==> config.mk <==
export PLATFORM = sky130hd
export DESIGN_NAME = fetch_unit
export DESIGN_NICKNAME = d
export VERILOG_FILES = /design/src/rtl/fetch_pkg.sv /design/src/rtl/fetch_fifo.sv /design/src/rtl/fetch_unit.sv
export SDC_FILE = /design/constraint.sdc
export NUM_CORES = 1
export LEC_CHECK = 0
export ABC_AREA = 1
export BUFFER_PORTS_ARGS = -buffer_cell sky130_fd_sc_hd__clkbuf_2
export CAP_MARGIN = 20
export CORE_UTILIZATION = 62
export DETAILED_ROUTE_END_ITERATION = 8
export HOLD_SLACK_MARGIN = 0.15
export PLACE_DENSITY = 0.83
export SYNTH_ARGS = -nofsm -noshare
export SYNTH_HDL_FRONTEND = slang
export SYNTH_SLANG_ARGS = --single-unit
==> constraint.sdc <==
create_clock -name clk -period 8.23 [get_ports clk]
set_clock_uncertainty 0.1 [all_clocks]
set_input_delay 1.2345 -clock clk [delete_from_list [all_inputs] [get_ports clk]]
set_output_delay 1.2345 -clock clk [all_outputs]
set_load 0.03 [all_outputs]
==> src/rtl/fetch_pkg.sv <==
// Shared types and constants for the instruction fetch unit.
//   NOP_INSTR        : word shown on instr_out when nothing is valid
//   DEFAULT_RESET_PC : default first fetch address
//   DEFAULT_PC_LIMIT : default first byte address beyond instruction memory
//   fetch_state_t    : fetch FSM states
//   fetch_entry_t    : prefetch queue payload {pc, instr}
package fetch_pkg;

  localparam logic [31:0] NOP_INSTR        = 32'h8000_0000;
  localparam logic [31:0] DEFAULT_RESET_PC = 32'd0;
  localparam logic [31:0] DEFAULT_PC_LIMIT = 32'd400;

  typedef enum logic [1:0] {
    RUN  = 2'd0,
    HOLD = 2'd1,
    DONE = 2'd2
  } fetch_state_t;

  typedef struct packed {
    logic [31:0] pc;
    logic [31:0] instr;
  } fetch_entry_t;

endpackage

==> src/rtl/fetch_fifo.sv <==
// Prefetch queue: circular buffer of fetch entries, DEPTH a power of two.
// Ports:
//   clk, rst_n : clock, asynchronous active-low reset (empties the queue)
//   i_push     : write i_wdata at the tail (caller guarantees a free slot)
//   i_pop      : drop the head entry (caller guarantees non-empty)
//   i_flush    : discard every entry; overrides push and pop
//   o_rdata    : head entry
//   o_full     : count == DEPTH
//   o_empty    : count == 0
//   o_count    : number of stored entries, 0..DEPTH
module fetch_fifo
  import fetch_pkg::*;
#(
  parameter int unsigned DEPTH = 4
) (
  input  logic                           clk,
  input  logic                           rst_n,
  input  logic                           i_push,
  input  logic                           i_pop,
  input  logic                           i_flush,
  input  fetch_entry_t                   i_wdata,
  output fetch_entry_t                   o_rdata,
  output logic                           o_full,
  output logic                           o_empty,
  output logic [$clog2(DEPTH + 1) - 1:0] o_count
);

  localparam int unsigned PTR_W = $clog2(DEPTH);
  localparam int unsigned CNT_W = $clog2(DEPTH + 1);

  fetch_entry_t             r_mem [DEPTH];
  logic         [PTR_W-1:0] r_wr_ptr;
  logic         [PTR_W-1:0] r_rd_ptr;
  logic         [CNT_W-1:0] r_count;

  // Pointers and occupancy; pointers wrap naturally because DEPTH is 2^PTR_W.
  always_ff @(posedge clk or negedge rst_n) begin
    if (!rst_n) begin
      r_wr_ptr <= '0;
      r_rd_ptr <= '0;
      r_count  <= '0;
    end else if (i_flush) begin
      r_wr_ptr <= '0;
      r_rd_ptr <= '0;
      r_count  <= '0;
    end else begin
      if (i_push) r_wr_ptr <= r_wr_ptr + PTR_W'(1);
      if (i_pop)  r_rd_ptr <= r_rd_ptr + PTR_W'(1);
      case ({i_push, i_pop})
        2'b10:   r_count <= r_count + CNT_W'(1);
        2'b01:   r_count <= r_count - CNT_W'(1);
        default: r_count <= r_count;
      endcase
    end
  end

  // Storage needs no reset: occupancy alone decides what is valid.
  always_ff @(posedge clk) begin
    if (i_push && !i_flush) r_mem[r_wr_ptr] <= i_wdata;
  end

  assign o_rdata = r_mem[r_rd_ptr];
  assign o_full  = (r_count == CNT_W'(DEPTH));
  assign o_empty = (r_count == '0);
  assign o_count = r_count;

endmodule

==> src/rtl/fetch_unit.sv <==
// Instruction fetch unit: walks pc through instruction memory, buffers
// {pc, instruction} pairs in a prefetch queue and hands them to decode
// with a valid/ready handshake. A taken branch flushes the queue and
// redirects pc. Fetching stops (DONE) once pc reaches PC_LIMIT.
// Optional feature macro: FETCH_BYPASS_EN -- when the queue is empty in RUN,
// the memory word is forwarded straight to decode in the same cycle.
// Ports:
//   clk, rst_n    : clock, asynchronous active-low reset
//   pc            : fetch address to the memory controller
//   instruction   : memory word for pc (combinational return)
//   branch_taken  : redirect request; branch_target is the new pc
//   instr_out     : instruction presented to decode
//   pc_out        : address of instr_out
//   instr_valid   : instr_out/pc_out valid
//   instr_ready   : decode accepts this cycle
//   fetch_done    : high in state DONE
module fetch_unit
  import fetch_pkg::*;
#(
  parameter int unsigned DEPTH    = 4,
  parameter logic [31:0] RESET_PC = DEFAULT_RESET_PC,
  parameter logic [31:0] PC_LIMIT = DEFAULT_PC_LIMIT
) (
  input  logic        clk,
  input  logic        rst_n,
  output logic [31:0] pc,
  input  logic [31:0] instruction,
  input  logic        branch_taken,
  input  logic [31:0] branch_target,
  output logic [31:0] instr_out,
  output logic [31:0] pc_out,
  output logic        instr_valid,
  input  logic        instr_ready,
  output logic        fetch_done
);

  localparam int unsigned  CNT_W       = $clog2(DEPTH + 1);
  localparam fetch_state_t RESET_STATE = (RESET_PC >= PC_LIMIT) ? DONE : RUN;

  fetch_state_t       r_state;
  fetch_state_t       w_next_state;
  logic [31:0]        r_pc;
  logic [32:0]        w_pc_inc;
  logic               w_limit_hit;
  fetch_entry_t       w_head;
  fetch_entry_t       w_push_entry;
  logic               w_full;
  logic               w_empty;
  logic [CNT_W-1:0]   w_count;
  logic               w_fifo_pop;
  logic               w_bypass;
  logic               w_bypass_take;
  logic               w_free;
  logic               w_no_slot;
  logic               w_fetch;
  logic               w_push;

  fetch_fifo #(
    .DEPTH (DEPTH)
  ) u_fifo (
    .clk     (clk),
    .rst_n   (rst_n),
    .i_push  (w_push),
    .i_pop   (w_fifo_pop),
    .i_flush (branch_taken),
    .i_wdata (w_push_entry),
    .o_rdata (w_head),
    .o_full  (w_full),
    .o_empty (w_empty),
    .o_count (w_count)
  );

  // Queue-side pop: a branch cycle never consumes an entry.
  assign w_fifo_pop = instr_ready && !w_empty && !branch_taken;

`ifdef FETCH_BYPASS_EN
  // Empty queue in RUN forwards the memory word directly; gated by rst_n so
  // reset forces the outputs idle even though the state reads RUN.
  assign w_bypass = rst_n && w_empty && (r_state == RUN) && !branch_taken;
`else
  assign w_bypass = 1'b0;
`endif
  assign w_bypass_take = w_bypass && instr_ready;

  // A slot is free when not full, or when full but the head leaves this cycle.
  assign w_free    = !w_full || w_fifo_pop;
  assign w_no_slot = (w_count == CNT_W'(DEPTH)) && !w_fifo_pop;

  // The current word is consumed (queued or bypassed) and pc advances.
  assign w_fetch = (r_state != DONE) && (r_pc < PC_LIMIT) && w_free && !branch_taken;
  assign w_push  = w_fetch && !w_bypass_take;

  // 33-bit add so a limit near the top of the address space cannot wrap.
  assign w_pc_inc    = {1'b0, r_pc} + 33'd4;
  assign w_limit_hit = (w_pc_inc >= {1'b0, PC_LIMIT});

  assign w_push_entry.pc    = r_pc;
  assign w_push_entry.instr = instruction;

  assign pc = r_pc;

  // Fetch address register.
  always_ff @(posedge clk or negedge rst_n) begin
    if (!rst_n) begin
      r_pc <= RESET_PC;
    end else if (branch_taken) begin
      r_pc <= branch_target;
    end else if (w_fetch) begin
      r_pc <= w_pc_inc[31:0];
    end
  end

  // FSM state register.
  always_ff @(posedge clk or negedge rst_n) begin
    if (!rst_n) begin
      r_state <= RESET_STATE;
    end else begin
      r_state <= w_next_state;
    end
  end

  // FSM next-state logic; a redirect overrides everything.
  always_comb begin
    w_next_state = r_state;
    if (branch_taken) begin
      w_next_state = (branch_target >= PC_LIMIT) ? DONE : RUN;
    end else begin
      case (r_state)
        RUN: begin
          if (w_fetch && w_limit_hit) w_next_state = DONE;
          else if (w_no_slot)         w_next_state = HOLD;
        end
        HOLD: begin
          if (w_fetch && w_limit_hit) w_next_state = DONE;
          else if (w_fifo_pop)        w_next_state = RUN;
        end
        DONE:    w_next_state = DONE;
        default: w_next_state = RUN;
      endcase
    end
  end

  // FSM output logic: queue head first, bypass only when the queue is empty.
  always_comb begin
    instr_valid = 1'b0;
    instr_out   = NOP_INSTR;
    pc_out      = 32'd0;
    fetch_done  = rst_n && (r_state == DONE);
    if (!w_empty && !branch_taken) begin
      instr_valid = 1'b1;
      instr_out   = w_head.instr;
      pc_out      = w_head.pc;
    end else if (w_bypass) begin
      instr_valid = 1'b1;
      instr_out   = instruction;
      pc_out      = r_pc;
    end
  end

endmodule

==> results of run 1 <==
## cells in the mapped netlist
library cell / instances / area, µm²
sky130_fd_sc_hd__o311ai_0: 1 / 8.76
sky130_fd_sc_hd__o21ai_0: 150 / 751
sky130_fd_sc_hd__ha_1: 6 / 75.1
sky130_fd_sc_hd__dfrtp_1: 41 / 1030
sky130_fd_sc_hd__nand3_1: 32 / 160
sky130_fd_sc_hd__nand2_2: 6 / 37.5
sky130_fd_sc_hd__buf_1: 10 / 37.5
sky130_fd_sc_hd__nand2_4: 1 / 11.3
sky130_fd_sc_hd__and2_1: 2 / 12.5
sky130_fd_sc_hd__a211oi_1: 1 / 7.51
sky130_fd_sc_hd__o211ai_1: 2 / 15.0
sky130_fd_sc_hd__nor3_1: 4 / 20.0
sky130_fd_sc_hd__nor2_4: 4 / 45.0
sky130_fd_sc_hd__a31oi_1: 1 / 6.26
sky130_fd_sc_hd__nand2_1: 161 / 604
sky130_fd_sc_hd__edfxtp_1: 256 / 7690
sky130_fd_sc_hd__o21ai_1: 4 / 20.0
sky130_fd_sc_hd__fa_1: 1 / 20.0
sky130_fd_sc_hd__inv_1: 60 / 225
sky130_fd_sc_hd__nor2_8: 1 / 20.0
sky130_fd_sc_hd__o21ai_2: 1 / 8.76
sky130_fd_sc_hd__buf_4: 1 / 7.51
sky130_fd_sc_hd__nor4_1: 8 / 50.1
sky130_fd_sc_hd__inv_2: 2 / 7.51
sky130_fd_sc_hd__xnor2_1: 2 / 17.5
sky130_fd_sc_hd__nor2_1: 318 / 1190
sky130_fd_sc_hd__buf_2: 1 / 5.00
sky130_fd_sc_hd__nand3_2: 2 / 20.0
sky130_fd_sc_hd__nor2_2: 8 / 50.1
sky130_fd_sc_hd__a21oi_1: 67 / 335
sky130_fd_sc_hd__nor3_2: 1 / 10.0
sky130_fd_sc_hd__o221ai_1: 3 / 26.3
sky130_fd_sc_hd__xor2_1: 4 / 35.0
sky130_fd_sc_hd__nand4_1: 9 / 56.3
sky130_fd_sc_hd__o22ai_1: 6 / 37.5
sky130_fd_sc_hd__clkbuf_1: 44 / 165
## critical path, delay by kind of cell
family	cells	cell delay, ps
buffers and inverters	5	2040
AO/OA/AOI/OAI	1	150
AND/OR/NAND/NOR	1	180
## through the flow
| step | setup slack [ps] | utilization, % | total power, mW | hold slack [ps] | std cells |
|---|---|---|---|---|---|
| after global routing | 3110 | 73.4 | 4.32 | 505 | 1662 |
| final | 3240 | 73.4 | 4.16 | 455 | 1662 |
| after detailed placement | 3320 | 68.6 | 2.83 | 445 | 1610 |
| after floorplan | 3030 | - | 2.51 | 407 | 1221 |
| after CTS | 3300 | 73.4 | 4.17 | 459 | 1662 |
| after global placement | 3340 | 68.6 | 2.80 | 436 | 1610 |
## layer usage
layer / track usage [%] / wire, µm / vias up / part of all wire (%)
met4: 8.84 / 703 / 0 / 2.3
li1: - / - / 4481 / -
met2: 47.5 / 14700 / 418 / 49
met3: 3.95 / 2160 / 55 / 7.2
met5: 0 / 0 / - / 0
met1: 38.4 / 12500 / 4538 / 42
## sequential cells by signal (all words and copies together) (netlist names)
name and flops:
u_fifo.r_rd_ptr 2, u_fifo.o_count 3, pc 32, u_fifo.r_mem 256
r_state 2, u_fifo.r_wr_ptr 2
## cells by family after synthesis
kind of cell	synth area share, %
buffers and inverters	3.50
adders and majority gates	0.742
AOI/OAI and AO/OA	9.49
and+or+nand+nor	17.9
DFF	68.0
xor gates and xnor gates	0.410
## report_power, final
group / switching [mW] / internal, mW / total [mW]
Clock: 0.537 / 0.815 / 1.35
Combinational: 0.789 / 0.277 / 1.07
Sequential: 0.0740 / 1.67 / 1.74
## area by class of cell
| type | instances | area, µm² |
|---|---|---|
| Clock buffer | 34 | 764 |
| Clock inverter | 18 | 214 |
| Fill cell | 1366 | 5380 |
| Inverter | 62 | 234 |
| Multi-Input combinational cell | 806 | 3690 |
| Sequential cell | 297 | 8720 |
| Tap cell | 270 | 338 |
| Timing Repair Buffer | 175 | 901 |
## path summary, 6_finish.rpt
check | end | slack [ps] | depth (start not counted)
hold / removal | u_fifo.o_count[0] | 460 | 1
setup / recovery | instr_out[31] | 3240 | 7
setup reg to reg | u_fifo.r_mem[0][14] | 4440 | 6
max in group asynchronous | u_fifo.r_rd_ptr[1] | 6940 | 2
min in group asynchronous | r_state[1] | 660 | 2
hold reg to reg | u_fifo.o_count[0] | 460 | 1
==> flow_summary.toml, run 1 <==
[clock_tree]
clock-sinks = 297
postCtsResizedCells = 0
cts_tree = "built"
cts_setup_buffers = 0
root_buffer = "sky130_fd_sc_hd__clkbuf_16"
cts_htree_levels = 1
ctsLongestPathBuffers = 3
hold_buffers = 0
clk_pin_slew_worst_paths_ps = 60
cts-buffers-inserted = 28
worst_skew_pair.late_latency_ps = 550

[routing]
final_routed_wirelength_across_all_metal_layers_um = 30100
detail_route.wl_per_cell_um = 18.1
detailedRoute.firstIterationViolations = 834
drt_pre_antenna_iters = 5
detailroute.via_count = 9492
avgViaCountPerCell = 5.71
ant_nets = 0
drcViolationCount = 0

[sta]
final.period_utilization_pct = 60.6
worst_slew_margin_rel_pct = 24.5
timing_max_transition_violations_final = 0
final_hold_viol_count = 0
rsz0062_at_grt = "false"
period_needed_ps = 4990
worst-slew-pin-transition_ps = 1130
timing.fmax_mhz = 201
tns_ps = 0
final-setup-viol-count = 0

[critical_path]
cp-end-kind = "primary output"
critPathRequiredTime_ps = 6900
critical_path.startpoint = "branch_taken"
critical_path_arrival_ps = 3650
critPathSlowestCell = "sky130_fd_sc_hd__buf_4"
slowest_delay_ps = 670
cp_cell_sequence = "clkbuf_2 > inv_1 > nand2_2 > buf_4 > inv_1 > o311ai_0 > clkbuf_2"
crit_path_start_kind = "primary input"
crit_fanout = 64
path_class = "primary input to primary output"
regToRegStartpoint = "pc[11]"

[global_route]
grt.overflow.total = 0
grt_use_total_pct = 28.2
antenna_violations_before_repair = 0
grt_pass1_wl_um = 46600
via_count_of_the_first_global_routing_pass = 9041
grt_max_degree = 103

[flow_run]
number_of_max_cap_violations = 0

[power_and_ir_drop]
power_density_nw_per_um2 = 280
leakagePower_nw = 5.72
vdd_drop_max_mv = 0.146

[floorplan]
floorplan.rows = 52
die_area_um2 = 21300
chipWidth_um = 146
floorplan.io_pins = 166
die_height_um = 146
start_util_pct = 63.3
floorplan.core_area_um2 = 20200

[cells_and_area]
final_design_area_no_fill_um2 = 14900
final_cell_mix = "sky130_fd_sc_hd__nor2_1, sky130_fd_sc_hd__edfxtp_1, sky130_fd_sc_hd__clkbuf_2, sky130_fd_sc_hd__nand2_1, sky130_fd_sc_hd__o21ai_0"
num-nets-final = 1445
layout-drive-gt1-share_pct = 18.2
syn2layout_area_growth_pct = 15.9
antennaDiodeCount = 0
layout_commonest_cell = "sky130_fd_sc_hd__nor2_1"

[synth]
yosys.cell_types.count = 36
ys_seq_elements = 297
syn_inst = 1221
syn_avg_cell_area_um2 = 10.5
syn-cell-area_um2 = 12800
post_synthesis_net_count = 1296
ys_warn_count = 0
sequential_element_share_of_the_synthesized_area_pct = 68.0

[min_path]
hold_class = "flop to flop"
holdCritStartpoint = "u_fifo.o_count[0]"

[placed_design]
placed_area_um2 = 13900
port_buffers = 165
dp.final_hpwl_um = 17700
globalplace.congestion = 0.920

[outcome]
outcome = "finished clean"
No activity file was read; power rests on OpenSTA's default activity.
==> inputs of run 2 (changes only) <==
Settings changed: CORE_UTILIZATION 62 to 58, PLACE_DENSITY 0.83 to 0.78.
Clock period 8.23 ns to 5.1 ns, I/O delays scaled along.
==> run 2 against run 1 <==
- worst setup slack lost 1900 ps
- core utilization is 4.7 points lower
- non-clock buffer count up 7
- sequential cell count unchanged
- global-route usage decreased by 0.82 points
- design area is 0.65% higher
- sequential share of layout area down 0.38 points
- worst hold slack got worse by 260 ps
- via count grew 0.75%
- combinational power up 64%
- highest routed layer unchanged
==> flow_summary.toml, run 2 (same netlist as run 1, synthesis figures left out) <==
[outcome]
outcome = "finished clean"

[power_and_ir_drop]
leakagePower_nw = 5.74
power_density_nw_per_um2 = 448
vdd_drop_max_mv = 0.230

[sta]
final_hold_viol_count = 0
timing.fmax_mhz = 264
final-setup-viol-count = 0
final.period_utilization_pct = 74.4
worst_slew_margin_rel_pct = 31.3
rsz0062_at_grt = "false"
worst-slew-pin-transition_ps = 1030
period_needed_ps = 3790
timing_max_transition_violations_final = 0
tns_ps = 0

[critical_path]
critPathSlowestCell = "sky130_fd_sc_hd__dfrtp_4"
crit_buf_inv = 3
r2r-end = "u_fifo.r_mem[3][16]"
crit_family = "buffers and inverters"
regToRegStartpoint = "pc[23]"
path_class = "flop to primary output"
rrSetupSlack_ps = 1910
critical_path_arrival_ps = 2930
worst_r2r_path_depth = 6
slowest_delay_ps = 590
crit_fanout = 50
cp-end-kind = "primary output"
cp_cell_sequence = "clkinv_2 > buf_4 > o21ai_0 > a21oi_1 > clkbuf_2"
critPathRequiredTime_ps = 4240
crit_path_start_kind = "flop"

[clock_tree]
clock-sinks = 297
cts_tree = "built"
postCtsResizedCells = 0
cts_htree_levels = 1
cts-buffers-inserted = 29
cts_setup_buffers = 0
worst_skew_pair.late_latency_ps = 540
clk_pin_slew_worst_paths_ps = 60
ctsLongestPathBuffers = 3
hold_buffers = 0
root_buffer = "sky130_fd_sc_hd__clkbuf_16"

[placed_design]
port_buffers = 165
globalplace.congestion = 0.959
dp.final_hpwl_um = 19400
place.detailed.instances = 1626
placed_area_um2 = 14000

[routing]
ant_nets = 0
drt_pre_antenna_iters = 5
drcViolationCount = 0
detail_route.wl_per_cell_um = 18.5
detailedRoute.firstIterationViolations = 914
final_routed_wirelength_across_all_metal_layers_um = 31100
detailroute.via_count = 9563
avgViaCountPerCell = 5.70

[cells_and_area]
register_area_um2 = 8720
largest_register_ffs = 256
layout-drive-gt1-share_pct = 18.8
layout_commonest_cell = "sky130_fd_sc_hd__nor2_1"
post_layout_nonfiller_instances = 1679
num-nets-final = 1453
multi_input_area_um2 = 3690
final.fill_count = 1585
syn2layout_area_growth_pct = 16.7
fin_util_pct = 68.7
final_cell_mix = "sky130_fd_sc_hd__nor2_1, sky130_fd_sc_hd__edfxtp_1, sky130_fd_sc_hd__clkbuf_2, sky130_fd_sc_hd__nand2_1, sky130_fd_sc_hd__o21ai_0"
registers.top_by_ff_count = "u_fifo.r_mem"
antennaDiodeCount = 0
final_design_area_no_fill_um2 = 15000

[floorplan]
floorplan.io_pins = 166
floorplan.core_area_um2 = 21800
floorplan.rows = 54
die_height_um = 151
start_util_pct = 58.9
chipWidth_um = 151
die_area_um2 = 22700

[global_route]
grt_max_degree = 109
gr-max-usage-layer = "met2"
grt_pass1_wl_um = 47400
grt_use_total_pct = 27.4
antenna_violations_before_repair = 0
use_met1_pct = 38.5
grt.overflow.total = 0
grt_util_met3_pct = 4.12
grtUsageMet2_pct = 43.6
via_count_of_the_first_global_routing_pass = 8942

[min_path]
hold_class = "primary input to async pin"

[flow_run]
number_of_max_cap_violations = 0
==> run 2: cell types whose count changed in the layout (fill, tap and decap cells not counted), moves of 2 or more <==
cell                         before  now
sky130_fd_sc_hd__clkinvlp_4       2    7
sky130_fd_sc_hd__buf_4           10   14
sky130_fd_sc_hd__clkinv_2         7    3
sky130_fd_sc_hd__clkinv_1         5    2
sky130_fd_sc_hd__buf_12           0    2
sky130_fd_sc_hd__clkbuf_8         2    0
==> run 2: how the worst max path moves through the flow <==
stage	start	to	slack, ps	cells after the start
after floorplan	branch_taken	u_fifo.r_mem[0][0]	370	6
after global placement	branch_taken	pc_out[15]	1630	7
after detailed placement	branch_taken	pc_out[18]	1500	7
after CTS	u_fifo.r_rd_ptr[0]	instr_out[31]	1260	4
after global routing	u_fifo.r_rd_ptr[0]	pc_out[15]	1140	5
final	u_fifo.r_rd_ptr[0]	pc_out[15]	1310	5
==> run 2: final cells by class <==
type / instances / area share, %
Timing Repair Buffer: 182 / 6.68
Multi-Input combinational cell: 806 / 24.7
Sequential cell: 297 / 58.3
Clock buffer: 33 / 4.95
Tap cell: 280 / 2.34
Inverter: 62 / 1.56
Clock inverter: 19 / 1.50
==> run 2: layer usage <==
metal | vias to the layer above | wire length [µm]
li1 | 4507 | -
met1 | 4527 | 12900
met2 | 455 | 14700
met3 | 74 | 2470
met4 | 0 | 1020
met5 | - | 0
==> run 2: stage by stage <==
stage | total power [mW] | hold WS [ps] | setup WS [ps]
2_1_floorplan | 4.04 | 369 | 370
3_3_place_gp | 4.54 | 430 | 1630
3_5_place_dp | 4.58 | 451 | 1500
4_1_cts | 6.70 | 201 | 1260
5_1_grt | 7.00 | 238 | 1140
6_report | 6.71 | 192 | 1310
==> run 2: where the power goes <==
part           internal [mW]  switching [mW]  total (mW)  leakage (nW)
clock network           1.25           0.890        2.14         0.445
registers               2.69           0.111        2.80          2.81
logic                  0.470            1.29        1.76          2.48
==> inputs of run 3 (changes only) <==
Clock period 5.1 ns to 3.6 ns, I/O delays scaled along.
==> run 3 against run 2 <==
- clock-buffer cell count up 8
- cell count grew 3.3%
- core utilization is 3.3 points higher
- design area grew 4.8%
- worst setup slack worse by 950 ps
- sequential share of layout area fell by 2.7 points
- via count is 2.2% higher
- critical endpoint is now pc_out[31]
==> flow_summary.toml, run 3 (same netlist as run 1, synthesis figures left out) <==
[cells_and_area]
final_cell_mix = "sky130_fd_sc_hd__nor2_1, sky130_fd_sc_hd__edfxtp_1, sky130_fd_sc_hd__clkbuf_2, sky130_fd_sc_hd__nand2_1, sky130_fd_sc_hd__o21ai_0"
syn2layout_area_growth_pct = 22.3
num-nets-final = 1508
final_design_area_no_fill_um2 = 15700
fin_util_pct = 72.0
final.fill_count = 1524
layout-drive-gt1-share_pct = 18.4
registers.top_by_ff_count = "u_fifo.r_mem"
antennaDiodeCount = 0
largest_register_ffs = 256
post_layout_nonfiller_instances = 1735
layout_commonest_cell = "sky130_fd_sc_hd__nor2_1"

[placed_design]
port_buffers = 165
place.detailed.instances = 1630
globalplace.congestion = 0.993
dp.final_hpwl_um = 19500
placed_area_um2 = 14100

[critical_path]
crit_fanout = 92
crit_buf_inv = 2
crit_family = "flip-flops"
path_class = "flop to primary output"
critPathRequiredTime_ps = 2960
critical_path_arrival_ps = 2610
critPathSlowestCell = "sky130_fd_sc_hd__dfrtp_4"
crit_top_cell = "sky130_fd_sc_hd__nor2_1"
cp_cell_sequence = "buf_12 > nor2_1 > nor2_1 > o21ai_0 > a21oi_1 > clkbuf_2"
slowest_delay_ps = 740
crit_path_start_kind = "flop"
cp-end-kind = "primary output"

[routing]
drcViolationCount = 0
final_routed_wirelength_across_all_metal_layers_um = 31900
detail_route.wl_per_cell_um = 18.4
detailedRoute.firstIterationViolations = 1015
avgViaCountPerCell = 5.63
ant_nets = 0
detailroute.via_count = 9774
drt_pre_antenna_iters = 5

[clock_tree]
hold_buffers = 52
cts_tree = "built"
clock-sinks = 297
clk_pin_slew_worst_paths_ps = 70
cts_setup_buffers = 0
cts_htree_levels = 1
worst_skew_pair.late_latency_ps = 540
cts-buffers-inserted = 29
root_buffer = "sky130_fd_sc_hd__clkbuf_16"
postCtsResizedCells = 0
ctsLongestPathBuffers = 3

[floorplan]
floorplan.rows = 54
start_util_pct = 58.9
die_height_um = 151
floorplan.io_pins = 166
die_area_um2 = 22700
chipWidth_um = 151
floorplan.core_area_um2 = 21800

[sta]
timing.fmax_mhz = 308
worst_slew_margin_rel_pct = 46.3
hold-worst-slack_ps = 160
rsz0062_at_grt = "false"
final-setup-viol-count = 0
timing_max_transition_violations_final = 0
final_hold_viol_count = 0
worst-slew-pin-transition_ps = 805
period_needed_ps = 3250
final.period_utilization_pct = 90.2

[global_route]
grt_pass1_wl_um = 48100
grt_use_total_pct = 27.9
grt_max_degree = 99
via_count_of_the_first_global_routing_pass = 9242
antenna_violations_before_repair = 0
grt.overflow.total = 0

[power_and_ir_drop]
power_density_nw_per_um2 = 627
leakagePower_nw = 6.07
vdd_drop_max_mv = 0.510

[min_path]
hold_class = "primary input to flop"

[outcome]
outcome = "finished clean"

[flow_run]
number_of_max_cap_violations = 0
==> run 3: layout make-up <==
| type | instances | area, µm² | area share, % |
|---|---|---|---|
| flip-flops and latches | 297 | 8720 | 55.6 |
| multi-input cells | 806 | 3690 | 23.5 |
| repair buffers | 237 | 1620 | 10.3 |
| clock buffers | 41 | 863 | 5.51 |
| well taps | 280 | 350 | 2.24 |
| inverters | 62 | 234 | 1.49 |
| clock inverters | 12 | 195 | 1.25 |
==> run 3: worst min-delay path: cells and delay by family <==
kind,cells,cell delay (ps)
AO/OA/AOI/OAI,1,80
buffers and inverters,2,140
==> run 3: per-stage QoR <==
step                      total power [mW]  TNS, ps  setup slack, ps
final                                 9.82        0              355
after global routing                  10.2        0              197
after CTS                             9.83        0              388
after detailed placement              6.53        0              813
after global placement                6.47        0              846
after floorplan                       5.73  -266600            -1040
==> run 3: final timing paths <==
| check | start | to | slack (ps) | depth (start not counted) |
|---|---|---|---|---|
| worst max-delay path | u_fifo.r_rd_ptr[0] | pc_out[31] | 350 | 6 |
| worst min-delay path | branch_target[29] | pc[29] | 160 | 3 |
| worst max register to register | pc[25] | u_fifo.r_mem[2][56] | 790 | 6 |
| worst min register to register | u_fifo.o_count[0] | u_fifo.o_count[0] | 460 | 1 |
| max in group asynchronous | rst_n | u_fifo.r_rd_ptr[0] | 2430 | 3 |
| min in group asynchronous | rst_n | pc[2] | 540 | 3 |
==> run 3: per-layer routing <==
metal,share of wire [%],GRT usage (%),vias up
met4,2.5,9.95,0
met5,0,0,-
met2,50,47.3,398
li1,-,-,4608
met3,6.9,3.76,60
met1,41,37.0,4708
==> run 3: power breakdown <==
part | internal [mW] | switching [mW]
registers | 3.81 | 0.183
clock network | 2.03 | 1.26
logic | 0.721 | 1.82
